$ cat src/rtl/trap_pkg.sv
// Shared types and constants for the machine-mode trap sequencer.
// Latency: none (declarations only).
// Backpressure: not applicable.
package trap_pkg;

    typedef enum logic [2:0] {
        IDLE,
        DRAIN,
        ENTER,
        HANDLER,
        EXIT
    } trap_state_t;

    localparam logic [3:0]  CAUSE_ILLEGAL        = 4'd2;
    localparam logic [3:0]  CAUSE_ECALL_M        = 4'd11;
    localparam logic [31:0] HANDLER_BASE_DEFAULT = 32'h1c09_0000;

    // Return address skips the trapping instruction; wraps at 2^32.
    function automatic logic [31:0] return_pc(input logic [31:0] epc);
        return epc + 32'd4;
    endfunction

endpackage

$ cat src/rtl/redirect_port.sv
// Holds one fetch redirect (valid + target) until fetch accepts it.
// Latency: valid rises the edge after load; clears on the handshake edge.
// Backpressure: valid/pc held stable while ready is low; fire = valid & ready.
module redirect_port (
    input  logic        clk,
    input  logic        rst_n,
    input  logic        load,
    input  logic [31:0] load_pc,
    input  logic        ready,
    output logic        valid,
    output logic [31:0] pc,
    output logic        fire
);

    assign fire = valid & ready;

    always_ff @(posedge clk or negedge rst_n) begin
        if (!rst_n) begin
            valid <= 1'b0;
            pc    <= 32'd0;
        end else if (load) begin
            valid <= 1'b1;
            pc    <= load_pc;
        end else if (fire) begin
            valid <= 1'b0;
            pc    <= 32'd0;
        end
    end

endmodule

$ cat src/rtl/trap_sequencer.sv
// Sequences trap entry/exit to the M-mode handler ROM; optional watchdog under TRAP_WATCHDOG_EN.
// Latency: trap to handler redirect handshake in FLUSH_CYCLES+1 cycles with ready high.
// Backpressure: redirects wait in ENTER/EXIT until redirect_ready; EX requests ignored meanwhile.
module trap_sequencer
    import trap_pkg::*;
#(
    parameter logic [31:0] HANDLER_BASE = HANDLER_BASE_DEFAULT,
    parameter int          FLUSH_CYCLES = 2
`ifdef TRAP_WATCHDOG_EN
    ,
    parameter int          WDOG_CYCLES  = 1024
`endif
) (
    input  logic        clk,
    input  logic        rst_n,
    input  logic        trap_req,
    input  logic [3:0]  trap_cause,
    input  logic [31:0] trap_pc,
    input  logic        mret_req,
    input  logic        redirect_ready,
    output logic        flush,
    output logic        stall,
    output logic        redirect_valid,
    output logic [31:0] redirect_pc,
    output logic        in_handler,
    output logic [31:0] mepc,
    output logic [3:0]  mcause,
    output logic        double_fault
`ifdef TRAP_WATCHDOG_EN
    ,
    output logic        wdog_expired
`endif
);

    trap_state_t state, state_n;
    logic [3:0]  drain_cnt;
    logic        exit_first;
    logic        latch_trap;
    logic        set_df;
    logic        rd_load;
    logic [31:0] rd_pc;
    logic        rd_fire;
    logic        wdog_hit;

`ifdef TRAP_WATCHDOG_EN
    logic [31:0] wdog_cnt;

    assign wdog_hit = (state == HANDLER) && (wdog_cnt == 32'(WDOG_CYCLES - 1));

    always_ff @(posedge clk or negedge rst_n) begin
        if (!rst_n) begin
            wdog_cnt     <= 32'd0;
            wdog_expired <= 1'b0;
        end else begin
            if (state == ENTER) begin
                wdog_cnt <= 32'd0;
            end else if (state == HANDLER) begin
                wdog_cnt <= wdog_cnt + 32'd1;
            end
            if (wdog_hit) begin
                wdog_expired <= 1'b1;
            end
        end
    end
`else
    assign wdog_hit = 1'b0;
`endif

    always_ff @(posedge clk or negedge rst_n) begin
        if (!rst_n) begin
            state <= IDLE;
        end else begin
            state <= state_n;
        end
    end

    always_comb begin
        state_n    = state;
        latch_trap = 1'b0;
        set_df     = 1'b0;
        rd_load    = 1'b0;
        rd_pc      = HANDLER_BASE;
        flush      = 1'b0;
        stall      = 1'b0;
        in_handler = 1'b0;
        case (state)
            IDLE: begin
                // mret alone is meaningless outside the handler; a trap beats a coincident mret.
                if (trap_req) begin
                    latch_trap = 1'b1;
                    state_n    = DRAIN;
                end
            end
            DRAIN: begin
                flush = 1'b1;
                stall = 1'b1;
                if (drain_cnt == 4'd1) begin
                    rd_load = 1'b1;
                    state_n = ENTER;
                end
            end
            ENTER: begin
                stall = 1'b1;
                if (rd_fire) begin
                    state_n = HANDLER;
                end
            end
            HANDLER: begin
                in_handler = 1'b1;
                set_df     = trap_req & ~mret_req;
                if (mret_req || wdog_hit) begin
                    rd_load = 1'b1;
                    rd_pc   = return_pc(mepc);
                    state_n = EXIT;
                end
            end
            EXIT: begin
                in_handler = 1'b1;
                stall      = 1'b1;
                flush      = exit_first;
                if (rd_fire) begin
                    state_n = IDLE;
                end
            end
            default: begin
                state_n = IDLE;
            end
        endcase
    end

    always_ff @(posedge clk or negedge rst_n) begin
        if (!rst_n) begin
            mepc         <= 32'd0;
            mcause       <= 4'd0;
            double_fault <= 1'b0;
            drain_cnt    <= 4'd0;
            exit_first   <= 1'b0;
        end else begin
            if (latch_trap) begin
                mepc      <= trap_pc;
                mcause    <= trap_cause;
                drain_cnt <= 4'(FLUSH_CYCLES);
            end else if (state == DRAIN) begin
                drain_cnt <= drain_cnt - 4'd1;
            end
            if (set_df) begin
                double_fault <= 1'b1;
            end
            exit_first <= (state_n == EXIT) && (state != EXIT);
        end
    end

    redirect_port u_redirect_port (
        .clk     (clk),
        .rst_n   (rst_n),
        .load    (rd_load),
        .load_pc (rd_pc),
        .ready   (redirect_ready),
        .valid   (redirect_valid),
        .pc      (redirect_pc),
        .fire    (rd_fire)
    );

endmodule
$ cat config.mk
export PLATFORM = sky130hd
export DESIGN_NAME = trap_sequencer
export DESIGN_NICKNAME = d
export VERILOG_FILES = /design/src/rtl/trap_pkg.sv /design/src/rtl/redirect_port.sv /design/src/rtl/trap_sequencer.sv
export SDC_FILE = /design/constraint.sdc
export NUM_CORES = 1
export LEC_CHECK = 0
export ABC_CLOCK_PERIOD_IN_PS = 2400
export BUFFER_PORTS_ARGS = -buffer_cell sky130_fd_sc_hd__buf_4
export CAP_MARGIN = 20
export CORE_MARGIN = 1
export CORE_UTILIZATION = 30
export DETAILED_ROUTE_END_ITERATION = 10
export PLACE_DENSITY = 0.58
export SLEW_MARGIN = 40
export SYNTH_ARGS = -nofsm -noshare
export SYNTH_HDL_FRONTEND = slang
export SYNTH_SLANG_ARGS = --single-unit
$ cat constraint.sdc
create_clock -name clk -period 2.4 [get_ports clk]
set_input_delay 0.36 -clock clk [delete_from_list [all_inputs] [get_ports clk]]
set_output_delay 0.36 -clock clk [all_outputs]
set_load 0.005 [all_outputs]
==> run metrics <==
slowest library cell on the worst path=sky130_fd_sc_hd__dfrtp_1; leftover overflow at the end of global routing=0; CTS H-Tree Depth=3; Initial Util=31.4%; Setup TNS=0 ns; outcome=complete, but fails checks; Synth warnings=0; global-route wire length before repair=14.9 mm; Clk network pwr share=23.6%; worst min-delay path class=in2reg; share of synthesized registers carrying an async set or reset=100%; number of buffers created by CTS=9; share of the clock period used by the worst path after layout=85.0%; cell types with the largest area share after synthesis=sky130_fd_sc_hd__dfrtp_1 54%, sky130_fd_sc_hd__mux2_2 9.9%, sky130_fd_sc_hd__a22o_1 6.2%, sky130_fd_sc_hd__xnor2_1 4.1%, sky130_fd_sc_hd__xor2_1 3.6%; hold depth=2; average via count per standard cell=4.80; Finish-stage setup viols=0; DRT Pass-1 Iters=7; Avg Cell Area, Syn=12.3 um^2; multi-input gate area in the final layout=1580 um^2; areal power density over the cells=1350 nW/um^2; post-synthesis to final-layout area growth=38.4%; top post-synthesis cells by count=78 x sky130_fd_sc_hd__dfrtp_1, 32 x sky130_fd_sc_hd__mux2_2, 26 x sky130_fd_sc_hd__a22o_1; area of the die=12600 um^2; number of cells on the worst reg-to-reg path=5; average wire per cell in the routed design=15.9 um; number of design-rule violations left by the first detailed-router iteration=114; CTS tree=yes; count of final hold-check violations=0; # Max-Cap Violations=0; HPWL Detailed=6.52 mm; Vias=2710; commonest register cell after synthesis=sky130_fd_sc_hd__dfrtp_1; vias in the first global route=2815; Gate Count Post-Synth=297; buffers from clock root to sink, at most=2; Fmax=0.490 GHz; Min-Delay Startpoint=redirect_ready; Net Switching=2.26 mW; delay of the slowest critical-path stage=0.52 ns; post-route minimum period=2.04 ns; Synthesized Nets=341; area of the core=11600 um^2; Comb power frac=38.1%; final-stage net count=460; CTS Root Cell=sky130_fd_sc_hd__clkbuf_16; crit path buf inv count=0; slew at the pin closest to its max-slew limit=0.727 ns; headroom to the max-slew limit=51.5%; post-synth top area share=53.6%; fraction of the yosys area taken by sequential cells=53.6%; die height=112 um; Setup Skew=0.0115 ns; fraction of layout instances using a drive strength above 1=43.9%; highest ir drop seen on vdd=0.460 mV; violations in the final reports=design-rule violations; number of setup buffers added after CTS=0; Synth area leader=sky130_fd_sc_hd__dfrtp_1; Netlist cell types=48; number of cells upsized or downsized after cts=0; pin count of the biggest net entering global routing=46; hold buffers post-CTS=1; fill cell instance count of the final layout=1089; Antenna Cells=0; Ports=114; clock-pin slew on the worst setup and hold paths=0.07 ns; Antenna Violating Nets Remaining=0; signal arrival time at the worst endpoint=2.25 ns; synthesized cell area=3640 um^2; number of clock sinks=78; global placement routability congestion=0.713; critical path fanouts, max=7; sequential share of power=38.3%; GRT Resource Usage Total=15.0%; DRT Wirelength=8.99 mm; kind of capture point of the worst setup path=register; EDFF count, synth=0; worst r2r dst=u_redirect_port.pc[19]$_DFFE_PN0P_; Storage cell area=1950 um^2; Internal Dissipation=4.53 mW; data required time of the worst path=2.61 ns; total of flip-flops plus latches after synthesis=78; Worst setup SP type=register; Slew Limit Fails=0; ordered list of cells on the worst path=nand4_2, or2_0, nor4_4, xor2_1, a221o_1; RSZ-0062 raised after global routing=no; Largest delay share family, worst path=simple AND/OR/NAND/NOR gates; Sw Ratio=33.3%; Port Buf Inserts=113; crit path kind=reg2reg; worst reg-to-reg setup slack=0.36 ns; number of antenna violations at the first check in global routing=0; final core utilization=43.4%; endpoint of the worst hold-timing path=u_redirect_port.valid$_DFFE_PN0P_; latest clock arrival within the worst-skew pair=0.33 ns; most frequent cell after synthesis=sky130_fd_sc_hd__dfrtp_1; number of cell rows=39; r2r startpoint=mepc[13]$_DFFE_PN0P_; die span in x=112 um; DRC=8; leakage power total=2.38 nW
==> cell type report <==
type / count / share of cell area, %
sequential: 78 / 38.7
multi-input combinational: 197 / 31.4
timing repair buffer: 121 / 18.6
clock buffer: 10 / 4.74
tap: 143 / 3.55
clock inverter: 6 / 2.31
inverter: 9 / 0.670
==> kinds of logic after synthesis <==
logic type / count (synthesis) / share of synthesized area, %
xor gates and xnor gates: 32 / 7.69
AOI/OAI and AO/OA: 47 / 10.1
and+or+nand+nor: 82 / 14.3
DFF: 78 / 53.6
buffers and inverters: 22 / 3.16
muxes: 33 / 10.2
adders and majority gates: 3 / 1.03
==> sequential cells by signal (all words and copies together), names as in the netlist <==
register and cells:
mcause 4, state 3, drain_cnt 4, u_redirect_port.pc 32, exit_first 1, mepc 32, double_fault 1, u_redirect_port.valid 1
==> worst reg2reg max path: cells and delay by family, from the launching register on <==
kind	cells	cell delay (ns)
XOR/XNOR	1	0.11
flip-flops	1	0.52
AO/OA/AOI/OAI	1	0.29
AND/OR/NAND/NOR	3	0.99
==> worst max-delay path by stage <==
stage                                     from                                  to  slack (ns)  cells past startpoint
after detailed placement  mepc[12]$_DFFE_PN0P_  u_redirect_port.pc[19]$_DFFE_PN0P_        0.38                      5
after CTS                 mepc[13]$_DFFE_PN0P_  u_redirect_port.pc[19]$_DFFE_PN0P_        0.36                      5
final                     mepc[13]$_DFFE_PN0P_  u_redirect_port.pc[19]$_DFFE_PN0P_        0.36                      5
after floorplan           mepc[13]$_DFFE_PN0P_  u_redirect_port.pc[19]$_DFFE_PN0P_        0.72                      6
after global routing      mepc[13]$_DFFE_PN0P_  u_redirect_port.pc[19]$_DFFE_PN0P_        0.21                      5
after global placement      state[1]$_DFF_PN0_  u_redirect_port.pc[19]$_DFFE_PN0P_        0.32                      5
==> layer usage <==
layer / track usage (%) / vias up / wire (um)
met5: 0 / - / 0
met3: 4.37 / 8 / 563
met2: 24.1 / 77 / 4240
met4: 4.00 / 0 / 78
li1: - / 1310 / -
met1: 19.9 / 1315 / 4110
==> metrics by stage <==
stage	setup WS [ns]	cells	power, mW	hold slack [ns]	cell area, um^2
2_1_floorplan	0.725	297	3.85	0.0644	3640
3_3_place_gp	0.320	546	5.18	0.361	4670
3_5_place_dp	0.385	547	5.24	0.360	4680
4_1_cts	0.361	564	6.88	0.218	5040
5_1_grt	0.208	564	7.24	0.232	5040
6_report	0.359	564	6.79	0.226	5040
==> power groups by stage <==
| stage | Combinational (mW) | Clock, mW | Sequential, mW |
|---|---|---|---|
| floorplan | 1.37 | 0 | 2.48 |
| global placement | 2.57 | 0 | 2.61 |
| detailed placement | 2.63 | 0 | 2.62 |
| CTS | 2.63 | 1.64 | 2.61 |
| global route | 2.85 | 1.69 | 2.71 |
| finish | 2.59 | 1.61 | 2.60 |
==> cell usage in the layout, fill, tap and decap left out, drive strengths merged, types with 2 or more instances in the layout <==
cell,n
buf,120
clkbuf,10
a22o,26
or2,4
mux2,32
nand4,8
dfrtp,78
a221o,2
xor2,15
and3,3
and4,3
a211oi,3
nand2,19
ha,3
xnor2,17
inv,11
o21ai,7
nor2,13
nor3,6
bufinv,3
a21oi,4
nand3,12
nor4,7
Note: power is estimated with default switching activity, not from simulation.
